File: src/rtl/fifo_pack_rd_ctrl_pkg.sv
// fifo_pack_pkg: shared state encoding and default parameters for the FIFO pair-packing read controller.
package fifo_pack_pkg;
  typedef enum logic [2:0] {IDLE, RD_LO, RD_HI, CAP, OUT} state_t;
  localparam int DEF_DATA_W    = 32;
  localparam int DEF_USEDW_W   = 8;
  localparam int DEF_BURST_LEN = 8;
  localparam int DEF_TIMEOUT   = 64;
endpackage

File: src/rtl/fifo_pack_rd_ctrl_if.sv
// fifo_pack_rd_ctrl_if: FIFO read port plus packed upstream handshake; master is the controller side.
interface fifo_pack_rd_ctrl_if
  import fifo_pack_pkg::*;
#(
  parameter int DATA_W  = DEF_DATA_W,
  parameter int USEDW_W = DEF_USEDW_W
);
  logic                rdempty;
  logic [USEDW_W-1:0]  rdusedw;
  logic [DATA_W-1:0]   q;
  logic                rdreq;
  logic                up_ready;
  logic                data_valid;
  logic [2*DATA_W-1:0] up_data;
  logic                busy;
  modport master (input rdempty, rdusedw, q, up_ready, output rdreq, data_valid, up_data, busy);
  modport slave  (output rdempty, rdusedw, q, up_ready, input rdreq, data_valid, up_data, busy);
endinterface

File: src/rtl/fifo_pack_rd_ctrl.sv
// fifo_pack_rd_ctrl: reads FIFO words in bursts and presents them as packed {second, first} pairs.
// Optional lone-word timeout flush is enabled by defining PACK_FLUSH_EN.
module fifo_pack_rd_ctrl
  import fifo_pack_pkg::*;
#(
  parameter int DATA_W    = DEF_DATA_W,
  parameter int USEDW_W   = DEF_USEDW_W,
  parameter int BURST_LEN = DEF_BURST_LEN,
  parameter int TIMEOUT   = DEF_TIMEOUT
) (
  input logic               rdclk,
  input logic               rst_n,
  fifo_pack_rd_ctrl_if.master bus
);
  localparam int PAIR_W = $clog2(BURST_LEN / 2 + 1);
  if (BURST_LEN < 2 || BURST_LEN % 2 != 0 || TIMEOUT < 1) begin : g_bad_cfg
    $error("fifo_pack_rd_ctrl: BURST_LEN must be even and >= 2, TIMEOUT >= 1");
  end
  state_t              r_state, w_next;
  logic [PAIR_W-1:0]   r_pairs;
  logic [DATA_W-1:0]   r_lo;
  logic [2*DATA_W-1:0] r_data;
  logic                w_burst, w_flush_go, w_flush, w_rd;
  assign w_burst = bus.rdusedw >= USEDW_W'(BURST_LEN);
`ifdef PACK_FLUSH_EN
  localparam int IDLE_W = $clog2(TIMEOUT + 1);
  logic [IDLE_W-1:0] r_idle;
  logic              r_flush;
  logic              w_short;
  assign w_short    = bus.rdusedw != '0 && !w_burst;
  assign w_flush_go = r_state == IDLE && w_short && r_idle == IDLE_W'(TIMEOUT - 1);
  assign w_flush    = r_flush;
  always_ff @(posedge rdclk or negedge rst_n)
    if (!rst_n) begin
      r_idle  <= '0;
      r_flush <= 1'b0;
    end else begin
      r_idle  <= (r_state == IDLE && w_short && !w_flush_go) ? r_idle + IDLE_W'(1) : '0;
      r_flush <= r_state == IDLE ? w_flush_go : r_flush;
    end
`else
  assign w_flush_go = 1'b0;
  assign w_flush    = 1'b0;
`endif
  always_comb begin
    w_next = r_state;
    w_rd   = 1'b0;
    unique case (r_state)
      IDLE:  w_next = (w_burst || w_flush_go) ? RD_LO : IDLE;
      RD_LO: begin
        w_rd   = !bus.rdempty;
        w_next = bus.rdempty ? RD_LO : (w_flush ? CAP : RD_HI);
      end
      RD_HI: begin
        w_rd   = !bus.rdempty;
        w_next = bus.rdempty ? RD_HI : CAP;
      end
      CAP:   w_next = OUT;
      OUT:   w_next = bus.up_ready ? (r_pairs != '0 ? RD_LO : IDLE) : OUT;
      default: w_next = IDLE;
    endcase
  end
  // q lags rdreq by one cycle: RD_HI sees the first word, CAP sees the second
  always_ff @(posedge rdclk or negedge rst_n)
    if (!rst_n) begin
      r_state <= IDLE;
      r_pairs <= '0;
      r_lo    <= '0;
      r_data  <= '0;
    end else begin
      r_state <= w_next;
      if (r_state == IDLE && w_next == RD_LO)
        r_pairs <= w_flush_go ? PAIR_W'(1) : PAIR_W'(BURST_LEN / 2);
      if (r_state == CAP) r_pairs <= r_pairs - PAIR_W'(1);
      if (r_state == RD_HI) r_lo <= bus.q;
      if (r_state == CAP) r_data <= w_flush ? {DATA_W'(0), bus.q} : {bus.q, r_lo};
    end
  assign bus.rdreq      = w_rd;
  assign bus.data_valid = r_state == OUT;
  assign bus.up_data    = r_data;
  assign bus.busy       = r_state != IDLE;
endmodule
File: src/flat_wrapper.sv
// flat-port wrapper written by rule: the top's interface ports become plain ports
module fifo_pack_rd_ctrl_flat import fifo_pack_pkg::*;
#(
  parameter int DATA_W    = DEF_DATA_W,
  parameter int USEDW_W   = DEF_USEDW_W,
  parameter int BURST_LEN = DEF_BURST_LEN,
  parameter int TIMEOUT   = DEF_TIMEOUT
)
  (rdclk, rst_n, bus_rdempty, bus_rdusedw, bus_q, bus_up_ready, bus_rdreq, bus_data_valid, bus_up_data, bus_busy);
  fifo_pack_rd_ctrl_if #(.DATA_W(DATA_W), .USEDW_W(USEDW_W)) bus_i ();
  input logic rdclk;
  input logic rst_n;
  input wire logic [$bits(bus_i.rdempty)-1:0] bus_rdempty;
  input wire logic [$bits(bus_i.rdusedw)-1:0] bus_rdusedw;
  input wire logic [$bits(bus_i.q)-1:0] bus_q;
  input wire logic [$bits(bus_i.up_ready)-1:0] bus_up_ready;
  output wire logic [$bits(bus_i.rdreq)-1:0] bus_rdreq;
  output wire logic [$bits(bus_i.data_valid)-1:0] bus_data_valid;
  output wire logic [$bits(bus_i.up_data)-1:0] bus_up_data;
  output wire logic [$bits(bus_i.busy)-1:0] bus_busy;
  assign bus_i.rdempty = bus_rdempty;
  assign bus_i.rdusedw = bus_rdusedw;
  assign bus_i.q = bus_q;
  assign bus_i.up_ready = bus_up_ready;
  assign bus_rdreq = bus_i.rdreq;
  assign bus_data_valid = bus_i.data_valid;
  assign bus_up_data = bus_i.up_data;
  assign bus_busy = bus_i.busy;
  fifo_pack_rd_ctrl #(.DATA_W(DATA_W), .USEDW_W(USEDW_W), .BURST_LEN(BURST_LEN), .TIMEOUT(TIMEOUT)) u_core (.rdclk(rdclk), .rst_n(rst_n), .bus(bus_i));
endmodule
File: config.mk
export PLATFORM = sky130hd
export DESIGN_NAME = fifo_pack_rd_ctrl_flat
export DESIGN_NICKNAME = d
export VERILOG_FILES = /design/src/rtl/fifo_pack_rd_ctrl_pkg.sv /design/src/rtl/fifo_pack_rd_ctrl_if.sv /design/src/rtl/fifo_pack_rd_ctrl.sv /design/src/flat_wrapper.sv
export SDC_FILE = /design/constraint.sdc
export NUM_CORES = 1
export LEC_CHECK = 0
export CORE_UTILIZATION = 51
export DETAILED_ROUTE_END_ITERATION = 7
export PLACE_DENSITY = 0.95
export REMOVE_ABC_BUFFERS = 1
export SYNTH_ARGS = -nofsm -noshare
export SYNTH_HDL_FRONTEND = slang
export SYNTH_SLANG_ARGS = --single-unit
File: constraint.sdc
create_clock -name rdclk -period 2.4 [get_ports rdclk]
set_clock_uncertainty 0.15 [all_clocks]
set_input_delay 0.48 -clock rdclk [delete_from_list [all_inputs] [get_ports rdclk]]
set_output_delay 0.48 -clock rdclk [all_outputs]
set_load 0.005 [all_outputs]
# Yosys cells after proc, flatten, opt, wreduce, memory -nomap -nowiden

Cells that the tools add are included.

Flip-flop bits (word level): 102
Input port bits: 44
Logic and storage cells: 27

Add/subtract/negate cells: 1
Magnitude comparators: 1
Equal/unequal tests: 5
Multiplexer cells: 9
Reduce and logical (&&, ||, !) cells: 7

Operators with widths:

| cell                                                                                 | count |
|---|---|
| 3-bit case mux with 5 select lines                                                   | 1 |
| 3-bit two-way mux                                                                    | 3 |
| 8-bit by 4-bit greater-or-equal comparator with 1-bit output (second input constant) | 1 |
| 3-bit by 1-bit equality test with 1-bit output (second input constant)               | 2 |
| 3-bit by 2-bit equality test with 1-bit output (second input constant)               | 2 |
| 3-bit nonzero test                                                                   | 2 |
| 1-bit two-way mux                                                                    | 4 |
| 3-bit equality test (second input constant)                                          | 1 |
| 3-bit zero test                                                                      | 1 |
| 3-bit by 1-bit subtractor with 3-bit output (second input constant)                  | 1 |
| 2-bit two-way mux                                                                    | 1 |
| 2-bit nonzero test                                                                   | 1 |
| 2-bit OR reduction                                                                   | 1 |
| 1-bit logical AND                                                                    | 1 |
| 1-bit zero test                                                                      | 1 |

# Depth between registers and ports, before layout

Word-level depth: 8
Depth in mapped cells: 5
Mapped depth without buffers: 5

# Least setup slack after synthesis

No wires, ideal clock.

Path kind: input-to-reg
Start: in bus_rdusedw[7]
End: reg u_core.r_state[0]
Setup time: 131 ps
Arrival: 1,265 ps
Required time: 2,119 ps
Setup slack: 853 ps
Cell stages on the path: 3
Path buffers: 0
Path through: or4_4 > o221ai_1 > o21ai_0

Cells in the longest elaborated chain, start to end: 3

RTL lines:

| item                                                         | line                    | text |
|---|---|---|
| start: declaration                                           | flat_wrapper.sv:14      | `input wire logic [$bits(bus_i.rdusedw)-1:0] bus_rdusedw;` |
| 8-bit by 4-bit greater-or-equal comparator with 1-bit output | fifo_pack_rd_ctrl.sv:24 | `assign w_burst = bus.rdusedw >= USEDW_W'(BURST_LEN);` |
| 1-bit two-way mux                                            | fifo_pack_rd_ctrl.sv:49 | `IDLE: w_next = (w_burst \|\| w_flush_go) ? RD_LO : IDLE;` |
| 3-bit case mux with 5 select lines                           | fifo_pack_rd_ctrl.sv:48 | `unique case (r_state)` |
| via u_core.w_next[0]                                         | fifo_pack_rd_ctrl.sv:19 | `state_t r_state, w_next;` |
| end signal: assignment                                       | fifo_pack_rd_ctrl.sv:71 | `r_state <= w_next;` |
| end: declaration                                             | fifo_pack_rd_ctrl.sv:19 |  |

The timed path passes the listed nets, and every way through them passes these cells.
A chain may end at the register's enable or synchronous reset.

# Final worst setup path

Start: reg u_core.r_state[2]
End: out bus_busy

Cells in the longest elaborated chain, start to end: 1

RTL lines:

| item               | line                    | text |
|---|---|---|
| 3-bit nonzero test | fifo_pack_rd_ctrl.sv:81 | `assign bus.busy = r_state != IDLE;` |
| end: declaration   | flat_wrapper.sv:20      | `output wire logic [$bits(bus_i.busy)-1:0] bus_busy;` |

Every way passes these cells.

==> results.sh <==
export IMPL_synth_edff_count=0
export IMPL_period_needed_ps=2340
export IMPL_finalInstanceArea_mm2=0.00537
export IMPL_cap_violations=0
export IMPL_arrival_ps=1710
export IMPL_power_frac_seq_pct=42.9
export IMPL_final_antenna_net_count=0
export IMPL_area_delta_synth_final_pct=34.2
export IMPL_via_per_inst=5.13
export IMPL_first_pass_iters=4
export IMPL_gp_congestion=0.720
export IMPL_hold_violations=0
export IMPL_irDropWorstVdd_mv=0.719
export IMPL_grt_pass1_wl_mm=11.9
export IMPL_die_h_um=90.6
export IMPL_cts_sinks=102
export IMPL_p_switching_mw=1.95
export IMPL_p_per_area_mw_per_mm2=1340
export IMPL_final_nets=400
export IMPL_synth_top_cell_by_area="dfrtp_1"
export IMPL_cp_max_fo=7
export IMPL_power_mw=7.18
export IMPL_num_io_pins=111
export IMPL_drc=0
export IMPL_synth_common_cells="102 x dfrtp_1, 89 x mux2_2, 10 x buf_6"
export IMPL_clk_pin_slew_worst_paths_ps=90
export IMPL_antenna_cells=0
export IMPL_post_route_util_pct=72.5
export IMPL_rsz0062_at_grt="false"
export IMPL_drt_iter0_markers=59
export IMPL_wl_per_cell_um=15.4
export IMPL_worst_pin_slew_ps=647
export IMPL_worstSetupEndpointType="primary output"
export IMPL_clockBufferDepth=2
export IMPL_start_kind="register"
export IMPL_ys_seq_area_share_pct=63.8
export IMPL_dp_hpwl_mm=4.97
export IMPL_fillers=463
export IMPL_hp_class="input port to asynchronous set/reset pin"
export IMPL_grt_pass1_vias=2518
export IMPL_dp_slack_ps=139
export IMPL_avgSynthCellArea_um2=16.5
export IMPL_cts_max_level=3
export IMPL_cts_root_buffer="clkbuf_8"
export IMPL_start_util_pct=54.0
export IMPL_drv_slew=0
export IMPL_cts_tree="yes"
export IMPL_p_leak_nw=2.31
export IMPL_finalSetupViolCount=0
export IMPL_slew_headroom_pct=56.8
export IMPL_swShare_pct=27.1
export IMPL_yosys_warnings=0
export IMPL_syn_cell_area_mm2=0.00400
export IMPL_die_w_um=90.6
export IMPL_timing_fmax_mhz=427
export IMPL_synthArstFlopShare_pct=100
export IMPL_min_period_over_period_pct=97.5
export IMPL_core_area_mm2=0.00741
export IMPL_critPathKind="register to primary output"
export IMPL_synth_ff_type="dfrtp_1"
export IMPL_grt_max_degree=50
export IMPL_overflow=0
export IMPL_ys_top_cells_by_area="dfrtp_1 64%, mux2_2 25%, buf_6 2.8%"
export IMPL_p_clk_share_pct=15.8
export IMPL_numPlacedInstances=441
export IMPL_cts_made_buffers=9
export IMPL_drive_gt1_share_pct=34.0
export IMPL_combPwrFrac_pct=41.2
export IMPL_grtUsageTotal_pct=18.5
export IMPL_p_int_mw=5.23
export IMPL_io_buffers=107
export IMPL_antenna_found_initial=0
export IMPL_die_area_mm2=0.00821
export IMPL_yosysMostFrequentCell="dfrtp_1"
export IMPL_synth_cell_types=26
export IMPL_whs_ps=2.89
export IMPL_status="finished, final reports clean"
export IMPL_wl_mm=7.08
export IMPL_clock_latency_ps=350
export IMPL_stdcell_count=458
export IMPL_worstPathRequired_ps=1770
export IMPL_syn_inst=242
export IMPL_dpl_cell_area_mm2=0.00514
export IMPL_via_count=2349
export IMPL_ctsHoldBuffers=0
export IMPL_num_rows=31
export IMPL_fin_ws_ps=59.8
export IMPL_yosys_register_bits=102
export IMPL_synth_top_cell_area_share_pct=63.8
export IMPL_tns_ps=0
## placed cells by master (no fill, tap or decap), types with 2 or more instances in the layout
master	instances
clkdlybuf4s50_1	106
mux2_2	89
a21oi_1	2
nor2_1	3
o21ai_0	2
ha_1	2
nand2_1	2
inv_1	5
clkbuf_8	9
dfrtp_1	100
buf_12	3
bufinv_16	2
mux2_1	7
clkinv_2	4
dfrtp_2	2
buf_4	4
or3_1	2
## critical path, stage by stage (launching register included)
cell             delay, ps
dfrtp_1                490
or3_4                  430
clkdlybuf4s50_1        450
## area by class of cell
type                    count  area (um^2)  share of cell area, %
inverters                   5         18.8                  0.349
multi-input cells         123         1310                   24.4
flip-flops and latches    102         2550                   47.6
clock buffers               9          124                   2.31
well taps                  99          124                   2.31
clock inverters             7         88.8                   1.65
repair buffers            113         1150                   21.4
## state kept, by name, summed over array words and instances (netlist names)
name,count
u_core.bus.up_data,64
u_core.r_lo,32
u_core.r_pairs,3
u_core.r_state,3
## logic make-up after synthesis
family / synth area share, %
AO/OA/AOI/OAI: 1.81
XOR/XNOR: 0.219
adder cells (fa/ha/maj): 0.625
buffers and inverters: 3.66
flip-flops: 63.8
multiplexers: 27.0
AND/OR/NAND/NOR: 2.91
## power groups by stage
stage,Clock (mW),Combinational [mW],Sequential [mW]
floorplan,0,1.39,3.07
global placement,0,2.88,3.03
detailed placement,0,2.97,3.12
CTS,1.16,2.98,3.08
global route,1.22,3.19,3.20
finish,1.14,2.96,3.08
## layer usage
metal	global-route usage, %	routed length, um
met1	23.7	3130
met2	30.4	3470
met3	4.71	382
met4	6.85	99
met5	0	0
## what timing repair did
action / in CTS / in global routing
setup buffers: 0 / 1
endpoints found under the setup margin: 0 / 3
resized for setup: 0 / 3
## worst paths after layout
path,from,to,slack [ps],cells after the start
worst max-delay path,u_core.r_state[2],bus_busy,60,2
worst min register to register,u_core.r_lo[15],u_core.bus.up_data[15],340,1
worst max register to register,u_core.r_state[2],u_core.bus.up_data[62],600,3
worst min-delay path,rst_n,u_core.bus.up_data[57],3,1
max in group asynchronous,rst_n,u_core.bus.up_data[30],1510,2
min in group rdclk,u_core.r_lo[15],u_core.bus.up_data[15],340,1
Power figures use the tool's default switching activity.
